==> config.mk <==
export PLATFORM = sky130hd
export DESIGN_NAME = uart_receiver_flat
export DESIGN_NICKNAME = d
export VERILOG_FILES = /design/src/rtl/uart_receiver_if.sv /design/src/rtl/uart_receiver.sv /design/src/flat_wrapper.sv
export SDC_FILE = /design/constraint.sdc
export NUM_CORES = 1
export LEC_CHECK = 0
export ABC_AREA = 1
export CORE_ASPECT_RATIO = 1.75
export CORE_MARGIN = 8
export CORE_UTILIZATION = 57
export CTS_CLUSTER_SIZE = 12
export DETAILED_ROUTE_END_ITERATION = 12
export GPL_ROUTABILITY_DRIVEN = 1
export GPL_TIMING_DRIVEN = 0
export HOLD_SLACK_MARGIN = 0.05
export PLACE_DENSITY = 0.88
export RECOVER_POWER = 50
export SLEW_MARGIN = 20
export SYNTH_ARGS = -nofsm -noshare
export SYNTH_HDL_FRONTEND = slang
export SYNTH_SLANG_ARGS = --single-unit
==> constraint.sdc <==
create_clock -name clk -period 2.11 [get_ports clk]
set_clock_uncertainty 0.2 [all_clocks]
set_input_delay 0.3165 -clock clk [delete_from_list [all_inputs] [get_ports clk]]
set_output_delay 0.3165 -clock clk [all_outputs]
set_load 0.005 [all_outputs]
==> src/rtl/uart_receiver_if.sv <==
// Purpose : host-side bundle for the UART receiver (rate/enable/line in, byte and status out).
// Latency : none, wires only.
// Backpressure: none; Rx_VALID is a single-cycle pulse the host must capture when it fires.
//   baud_select [2:0] rate select, 000=300 ... 111=115200
//   Rx_EN             receiver enable
//   RxD               asynchronous serial line, idle high
//   Rx_DATA     [7:0] last correctly received byte
//   Rx_VALID          one-cycle pulse when Rx_DATA takes a good frame
//   Rx_PERROR         parity error of the last completed frame
//   Rx_FERROR         stop-bit error of the last completed frame
//   Rx_BUSY           frame in progress
interface uart_receiver_if;
    logic [2:0] baud_select;
    logic       Rx_EN;
    logic       RxD;
    logic [7:0] Rx_DATA;
    logic       Rx_VALID;
    logic       Rx_PERROR;
    logic       Rx_FERROR;
    logic       Rx_BUSY;

    // Host / line side.
    modport master (
        output baud_select, Rx_EN, RxD,
        input  Rx_DATA, Rx_VALID, Rx_PERROR, Rx_FERROR, Rx_BUSY
    );

    // Receiver side.
    modport slave (
        input  baud_select, Rx_EN, RxD,
        output Rx_DATA, Rx_VALID, Rx_PERROR, Rx_FERROR, Rx_BUSY
    );
endinterface

==> src/rtl/uart_receiver.sv <==
// Purpose : UART receiver, 8 data bits LSB first + even parity + 1 stop, 16x oversampled, mid-bit sampling.
// Latency : 2-cycle input synchronizer; byte and flags appear 1 clock after the mid-stop sample tick.
// Backpressure: none; Rx_VALID pulses for one cycle and Rx_DATA holds until the next good frame.
// Ports:
//   clk   system clock, rising edge
//   reset asynchronous, active-high
//   rx    uart_receiver_if.slave (baud_select, Rx_EN, RxD in; Rx_DATA, Rx_VALID, Rx_PERROR, Rx_FERROR, Rx_BUSY out)
module uart_receiver #(
    parameter int CLK_HZ = 100_000_000
) (
    input  logic           clk,
    input  logic           reset,
    uart_receiver_if.slave rx
);

    // Sample divisor = round(CLK_HZ / (16 * baud)), rounding halves up.
    function automatic int calc_div(input int baud);
        return (CLK_HZ + 8 * baud) / (16 * baud);
    endfunction

    localparam int D300    = calc_div(300);
    localparam int D1200   = calc_div(1200);
    localparam int D4800   = calc_div(4800);
    localparam int D9600   = calc_div(9600);
    localparam int D19200  = calc_div(19200);
    localparam int D38400  = calc_div(38400);
    localparam int D57600  = calc_div(57600);
    localparam int D115200 = calc_div(115200);

    // The slowest rate has the largest divisor; divisor-1 always fits in clog2(divisor) bits.
    localparam int CNT_W = $clog2(D300);

    typedef enum logic [2:0] {
        IDLE,
        START,
        DATA,
        PARITY,
        STOP
    } state_t;

    logic [CNT_W-1:0] div_m1;
    logic [CNT_W-1:0] baud_cnt;
    logic             sample_tick;

    logic             rx_meta;
    logic             rxs;

    state_t           state;
    logic [3:0]       samp;
    logic [2:0]       bit_idx;
    logic [7:0]       shift_reg;
    logic             par_bit;
    logic             frame_perr;
    logic             frame_ferr;

    always_comb begin
        div_m1 = CNT_W'(D300 - 1);
        case (rx.baud_select)
            3'b000:  div_m1 = CNT_W'(D300 - 1);
            3'b001:  div_m1 = CNT_W'(D1200 - 1);
            3'b010:  div_m1 = CNT_W'(D4800 - 1);
            3'b011:  div_m1 = CNT_W'(D9600 - 1);
            3'b100:  div_m1 = CNT_W'(D19200 - 1);
            3'b101:  div_m1 = CNT_W'(D38400 - 1);
            3'b110:  div_m1 = CNT_W'(D57600 - 1);
            default: div_m1 = CNT_W'(D115200 - 1);
        endcase
    end

    assign sample_tick = rx.Rx_EN && (baud_cnt == div_m1);

    // Free-running 16x tick, parked at zero while disabled so enabling starts a clean period.
    always_ff @(posedge clk or posedge reset) begin
        if (reset) begin
            baud_cnt <= '0;
        end else if (!rx.Rx_EN || sample_tick) begin
            baud_cnt <= '0;
        end else begin
            baud_cnt <= baud_cnt + CNT_W'(1);
        end
    end

    // Two-flop synchronizer; resets to the idle line level so reset never looks like a start bit.
    always_ff @(posedge clk or posedge reset) begin
        if (reset) begin
            rx_meta <= 1'b1;
            rxs     <= 1'b1;
        end else begin
            rx_meta <= rx.RxD;
            rxs     <= rx_meta;
        end
    end

    // Even parity: data bits plus parity bit must XOR to zero.
    assign frame_perr = par_bit ^ (^shift_reg);
    assign frame_ferr = ~rxs;

    always_ff @(posedge clk or posedge reset) begin
        if (reset) begin
            state        <= IDLE;
            samp         <= '0;
            bit_idx      <= '0;
            shift_reg    <= '0;
            par_bit      <= 1'b0;
            rx.Rx_DATA   <= '0;
            rx.Rx_VALID  <= 1'b0;
            rx.Rx_PERROR <= 1'b0;
            rx.Rx_FERROR <= 1'b0;
            rx.Rx_BUSY   <= 1'b0;
        end else begin
            rx.Rx_VALID <= 1'b0;
            if (!rx.Rx_EN) begin
                // Abort silently: data and flags keep their last values.
                state      <= IDLE;
                samp       <= '0;
                bit_idx    <= '0;
                rx.Rx_BUSY <= 1'b0;
            end else if (sample_tick) begin
                // Rx_BUSY is updated alongside every state change so it always equals (state != IDLE).
                case (state)
                    IDLE: begin
                        if (!rxs) begin
                            state      <= START;
                            samp       <= '0;
                            rx.Rx_BUSY <= 1'b1;
                        end
                    end
                    START: begin
                        if (samp == 4'd7 && rxs) begin
                            // Line back high at mid-start: a glitch, not a frame.
                            state      <= IDLE;
                            samp       <= '0;
                            rx.Rx_BUSY <= 1'b0;
                        end else if (samp == 4'd15) begin
                            state   <= DATA;
                            bit_idx <= '0;
                            samp    <= '0;
                        end else begin
                            samp <= samp + 4'd1;
                        end
                    end
                    DATA: begin
                        if (samp == 4'd7) begin
                            shift_reg[bit_idx] <= rxs;
                        end
                        if (samp == 4'd15) begin
                            if (bit_idx == 3'd7) begin
                                state <= PARITY;
                            end else begin
                                bit_idx <= bit_idx + 3'd1;
                            end
                        end
                        samp <= samp + 4'd1;
                    end
                    PARITY: begin
                        if (samp == 4'd7) begin
                            par_bit <= rxs;
                        end
                        if (samp == 4'd15) begin
                            state <= STOP;
                        end
                        samp <= samp + 4'd1;
                    end
                    STOP: begin
                        if (samp == 4'd7) begin
                            // Finish at mid-stop so a back-to-back start edge half a bit later is caught.
                            rx.Rx_PERROR <= frame_perr;
                            rx.Rx_FERROR <= frame_ferr;
                            if (!frame_perr && !frame_ferr) begin
                                rx.Rx_DATA  <= shift_reg;
                                rx.Rx_VALID <= 1'b1;
                            end
                            state      <= IDLE;
                            samp       <= '0;
                            rx.Rx_BUSY <= 1'b0;
                        end else begin
                            samp <= samp + 4'd1;
                        end
                    end
                    default: begin
                        state      <= IDLE;
                        samp       <= '0;
                        rx.Rx_BUSY <= 1'b0;
                    end
                endcase
            end
        end
    end

endmodule
==> src/flat_wrapper.sv <==
// flat-port wrapper written by rule: the top's interface ports become plain ports
module uart_receiver_flat 
#(
    parameter int CLK_HZ = 100_000_000
)
  (clk, reset, rx_baud_select, rx_Rx_EN, rx_RxD, rx_Rx_DATA, rx_Rx_VALID, rx_Rx_PERROR, rx_Rx_FERROR, rx_Rx_BUSY);
  uart_receiver_if rx_i ();
  input  logic clk;
  input  logic reset;
  input wire logic [$bits(rx_i.baud_select)-1:0] rx_baud_select;
  input wire logic [$bits(rx_i.Rx_EN)-1:0] rx_Rx_EN;
  input wire logic [$bits(rx_i.RxD)-1:0] rx_RxD;
  output wire logic [$bits(rx_i.Rx_DATA)-1:0] rx_Rx_DATA;
  output wire logic [$bits(rx_i.Rx_VALID)-1:0] rx_Rx_VALID;
  output wire logic [$bits(rx_i.Rx_PERROR)-1:0] rx_Rx_PERROR;
  output wire logic [$bits(rx_i.Rx_FERROR)-1:0] rx_Rx_FERROR;
  output wire logic [$bits(rx_i.Rx_BUSY)-1:0] rx_Rx_BUSY;
  assign rx_i.baud_select = rx_baud_select;
  assign rx_i.Rx_EN = rx_Rx_EN;
  assign rx_i.RxD = rx_RxD;
  assign rx_Rx_DATA = rx_i.Rx_DATA;
  assign rx_Rx_VALID = rx_i.Rx_VALID;
  assign rx_Rx_PERROR = rx_i.Rx_PERROR;
  assign rx_Rx_FERROR = rx_i.Rx_FERROR;
  assign rx_Rx_BUSY = rx_i.Rx_BUSY;
  uart_receiver #(.CLK_HZ(CLK_HZ)) u_core (.clk(clk), .reset(reset), .rx(rx_i));
endmodule
### Word level (Yosys, flattened, before mapping)

Cells that the tools add are included.
W data, S select, Z words.

| word-level totals | value |
|---|---|
| register bits | 48 |
| output and inout bits | 12 |
| word-level logic and storage cells | 106 |

| cells by class | value |
|---|---|
| add/subtract/negate cells | 3 |
| $lt $le $gt $ge | 2 |
| equality and inequality tests | 27 |
| multiplexer cells | 40 |
| bitwise gates (word level) | 2 |
| reductions and logical operators | 19 |

Operator list:

| cell | number |
|---|---|
| $pmux W15 S7 | 1 |
| $mux W3 | 15 |
| $mux W4 | 6 |
| $ne A3 B2 Y1 const B | 6 |
| $pmux W4 S4 | 1 |
| $add A15 B1 Y15 const B | 1 |
| $eq A15 B15 Y1 | 1 |
| $eq A3 B3 Y1 const B | 5 |
| $mux W15 | 1 |
| $pmux W3 S5 | 1 |
| $eq A3 B2 Y1 const B | 4 |
| $reduce_and A4 Y1 | 3 |
| $mux W1 | 11 |
| $reduce_and A5 Y1 | 2 |
| $ne A3 B3 Y1 const B | 3 |
| $bwmux W8 | 1 |
| $reduce_xor A8 Y1 | 1 |
| $reduce_and A7 Y1 | 1 |
| $eq A3 B1 Y1 const B | 2 |
| $logic_not A3 Y1 | 2 |
| $pmux W3 S2 | 1 |
| $reduce_and A6 Y1 | 1 |
| $add A4 B1 Y4 const B | 1 |
| $eq A4 B3 Y1 const B | 1 |
| other kinds (17) | 21 |

### Logic depth before layout (Yosys ltp)

| depth | value |
|---|---|
| word-level depth | 9 |
| depth in mapped cells | 16 |
| gate-level depth less buffers | 14 |

### Worst setup path after synthesis

No wires, ideal clock.

| path | value |
|---|---|
| kind | reg-to-reg |
| start | register u_core.baud_cnt[0] |
| end | register u_core.baud_cnt[14] |
| library setup time | 121 ps |
| arrival time | 1602 ps |
| data required time | 1789 ps |
| setup slack | 186 ps |
| stages on the path, launching flop included | 11 |
| buffers on the path | 0 |
| clock period less this slack | 1924 ps |
| cells stage by stage | dfrtp_1 -> ha_1 -> nand2_1 -> inv_1 -> nand2_1 -> nor4_1 -> nand3b_1 -> nor2_1 -> nand3_1 -> xor2_1 -> nor2_1 |

| between the ends | value |
|---|---|
| word-level cells in the longest chain between the ends | 4 |
| elaborated cells between the ends (all ways) | 5 |
| classes of those cells | add/sub: 1; eq/ne: 1; mux: 1; reduce/logical: 2 |

Ends and longest elaborated chain:

| element | line | RTL |
|---|---|---|
| from (decl) | uart_receiver.sv:42 | `logic [CNT_W-1:0] baud_cnt;` |
| from (signal assigned) | uart_receiver.sv:79 | `baud_cnt <= baud_cnt + CNT_W'(1);` |
| parallel branches: the longest is 3 deep, another holds $add A15 B1 Y15 | n/a |  |
| $mux W15 * | uart_receiver.sv:76 | `end else if (!rx.Rx_EN \|\| sample_tick) begin` |

Every way passes the cells marked *.
A chain may end at the register's enable or synchronous reset.

### Final worst setup path

| path | value |
|---|---|
| start | register u_core.baud_cnt[2] |
| end | register u_core.baud_cnt[13] |

Same word-level chain as after synthesis.

==> flow_metrics.env <==
export IMPL_setup_violations_final=0
export IMPL_fp_dieW_um=71.8
export IMPL_hold_class="reg -> reg"
export IMPL_slew_violations=0
export IMPL_dieArea_um2=8160
export IMPL_r2r_setup_slack_ns=0.06
export IMPL_leakagePower_nw=1.80
export IMPL_powerDensity_nw_per_um2=609
export IMPL_rr_worst_depth=10
export IMPL_cp_data_arrival_time_ns=2.05
export IMPL_drt_iter0_markers=206
export IMPL_power_mw=2.23
export IMPL_regToRegStartpoint="u_core.baud_cnt[2]$_DFF_PP0_"
export IMPL_synth_nets=446
export IMPL_rows=35
export IMPL_max_vdd_ir_drop_uv=565
export IMPL_timing_slew_headroom=0.580
export IMPL_path_cells="nand3_1, nor2_2, nand2_1, nor2_2, nand3_1, nor2_2, inv_1, nor3_2, xnor2_1, nor2_1"
export IMPL_ios=19
export IMPL_synth_seq_cells=48
export IMPL_maxCapViolCount=0
export IMPL_vias=3017
export IMPL_syn_cell_area_um2=3110
export IMPL_hold_viol=0
export IMPL_coreArea_um2=5260
export IMPL_drt_total_wl_um=7810
export IMPL_yosys_warnings=0
export IMPL_cts_hold_buf=0
export IMPL_critical_path_class="reg -> reg"
export IMPL_grt_max_degree=34
export IMPL_grt_pass1_vias=2922
export IMPL_cp_common_cell="nor2_2"
export IMPL_clk_latency_ns=0.31
export IMPL_die_h_um=114
export IMPL_path_buf_inv=1
export IMPL_cts_sinks=48
export IMPL_drive_gt1_frac=0.178
export IMPL_crit_path_max_incr_delay_ns=0.43
export IMPL_ys_types=34
export IMPL_viasPerCell=5.78
export IMPL_cts_tree="done"
export IMPL_drt_drc_violations_left=0
export IMPL_numPortBuffers=14
export IMPL_grt_overflow=0
export IMPL_required_ns=2.11
export IMPL_ant_nets=0
export IMPL_cts_buffers=5
export IMPL_yosysSeqAreaShare=0.387
export IMPL_htree_levels=2
export IMPL_synth_area_per_cell_um2=7.14
export IMPL_hp_start="u_core.rx_meta$_DFF_PP1_"
export IMPL_clk_pin_slew_ns=0.09
export IMPL_multi_input_area_um2=1700
export IMPL_cp_slowest_cell="dfrtp_2"
export IMPL_worstSetupStartpointType="flop"
export IMPL_fin_nets=477
export IMPL_path_depth=10
export IMPL_diodes=0
export IMPL_status="finished clean"
export IMPL_regArea_um2=1210
export IMPL_worstHoldPathCells=0
export IMPL_rsz0062_at_grt="true"
export IMPL_fin_hold_ws_ns=0.161
export IMPL_area_growth_pct=17.8
export IMPL_crit_family="simple AND/OR/NAND/NOR gates"
export IMPL_root_buffer="clkbuf_8"
export IMPL_period_share=0.972
export IMPL_grt_pass1_wl_um=12400
export IMPL_syn_inst=435
export IMPL_largest_register_ff_count=15
export IMPL_worst_pin_slew_ns=0.629
export IMPL_path_max_fanout=5
export IMPL_clockBufferDepth=2
export IMPL_r2r_end="u_core.baud_cnt[13]$_DFF_PP0_"
export IMPL_crit_path_end_kind="flop"
export IMPL_wl_per_cell_um=15.0
export IMPL_drt_pass1_iter_count=7
export IMPL_antenna_found_initial=0
export IMPL_whs_endpoint="u_core.rxs$_DFF_PP1_"
export IMPL_hpwlAfterDp_um=5480
export IMPL_gp_congestion=0.913
export IMPL_start_util=0.591
export IMPL_filler_cell_count=428
export IMPL_grt_total_usage=0.187
export IMPL_period_needed_ns=2.05
export IMPL_max_freq_ghz=0.488
## worst max-delay path by stage
stage / from / slack [ns] / end
after floorplan: u_core.baud_cnt[0]$_DFF_PP0_ / 0.19 / u_core.baud_cnt[14]$_DFF_PP0_
after global placement: reset / -0.44 / u_core.baud_cnt[0]$_DFF_PP0_
after detailed placement: u_core.baud_cnt[1]$_DFF_PP0_ / -0.32 / u_core.baud_cnt[14]$_DFF_PP0_
after CTS: u_core.baud_cnt[0]$_DFF_PP0_ / -0.009 / u_core.baud_cnt[14]$_DFF_PP0_
after global routing: u_core.baud_cnt[2]$_DFF_PP0_ / -0.07 / u_core.baud_cnt[13]$_DFF_PP0_
final: u_core.baud_cnt[2]$_DFF_PP0_ / 0.06 / u_core.baud_cnt[13]$_DFF_PP0_
## cells by family after synthesis
group                      after synthesis  share of synthesized area
DFF                                     48                      0.387
adders and majority gates                4                     0.0161
and+or+nand+nor                        268                      0.400
AOI/OAI and AO/OA                       29                     0.0544
buffers and inverters                   73                      0.106
xor gates and xnor gates                13                     0.0366
## timing repair
action / in CTS / in global routing
pin swaps: 0 / 12
resized for setup: 12 / 30
setup buffers: 0 / 9
setup endpoints to repair: 17 / 28
## synthesized netlist by cell type
cell type / count / area share
inv_1: 61 / 0.074
o21ai_0: 7 / 0.011
nor2_2: 6 / 0.012
ha_1: 4 / 0.016
nor2_4: 2 / 0.0072
xor2_1: 9 / 0.025
o211ai_1: 1 / 0.0024
inv_2: 2 / 0.0024
dfrtp_1: 46 / 0.37
o311ai_0: 1 / 0.0028
clkbuf_1: 1 / 0.0012
xnor2_1: 4 / 0.011
nand2_4: 4 / 0.014
a211oi_1: 1 / 0.0024
nand2_1: 127 / 0.15
nor3_2: 1 / 0.0032
a21oi_1: 7 / 0.011
nand3b_1: 2 / 0.0048
nand4_1: 19 / 0.038
o21ai_4: 1 / 0.0052
or2_2: 1 / 0.0020
a311oi_1: 1 / 0.0028
nand3_2: 4 / 0.013
nand2_2: 3 / 0.0060
buf_6: 7 / 0.025
nor3b_1: 2 / 0.0048
buf_2: 2 / 0.0032
o21ai_1: 10 / 0.016
nand3_1: 40 / 0.064
nor2_1: 46 / 0.056
nor3b_2: 1 / 0.0040
dfstp_2: 2 / 0.017
nor4_1: 1 / 0.0020
nor3_1: 9 / 0.014
## per-layer routing
layer	GRT usage	up-vias	wire (µm)	share of wire
met1	0.180	1434	2840	0.36
li1	-	1441	-	-
met4	0.130	0	390	0.050
met2	0.347	106	4280	0.55
met5	0	-	0	0
met3	0.0316	36	298	0.038
## stage by stage
step	cells	utilization	setup WS (ns)	instance area, µm²	setup TNS, ns
after floorplan	435	-	0.186	3110	0
after global placement	504	0.631	-0.438	3320	-21.01
after detailed placement	505	0.635	-0.321	3340	-1.66
after CTS	513	0.664	-0.00870	3490	-0.00870
after global routing	522	0.697	-0.0741	3660	-0.115
final	522	0.697	0.0589	3660	0
## final cells by class
type / count / area share
multi-input combinational: 314 / 0.464
sequential: 48 / 0.330
timing repair buffer: 24 / 0.0656
inverter: 63 / 0.0646
buffer: 10 / 0.0263
clock buffer: 5 / 0.0188
tap: 55 / 0.0188
clock inverter: 3 / 0.0116
## placed cells by master (no fill, tap or decap), types with 2 or more instances in the layout
master	Yosys	final
a21oi_1	7	7
buf_12	0	2
buf_2	2	2
buf_4	0	8
buf_6	7	7
clkbuf_8	0	5
clkdlybuf4s50_1	0	12
dfrtp_1	46	41
dfrtp_2	0	5
dfstp_2	2	2
dlygate4sd3_1	0	2
ha_1	4	2
inv_1	61	58
inv_2	2	5
nand2_1	127	123
nand2_2	3	6
nand2_4	4	5
nand3_1	40	39
nand3_2	4	5
nand3b_1	2	2
nand4_1	19	19
nor2_1	46	35
nor2_2	6	10
nor2_4	2	9
nor3_1	9	8
nor3_2	1	2
nor3b_1	2	2
o21ai_0	7	7
o21ai_1	10	10
xnor2_1	4	4
xor2_1	9	9
## power by group
part	leakage [nW]	internal, mW	total, mW	switching [mW]
Clock	0.0541	0.351	0.660	0.309
Combinational	1.14	0.182	0.543	0.361
Sequential	0.604	0.964	1.03	0.0627
Power figures use the tool's default switching activity.
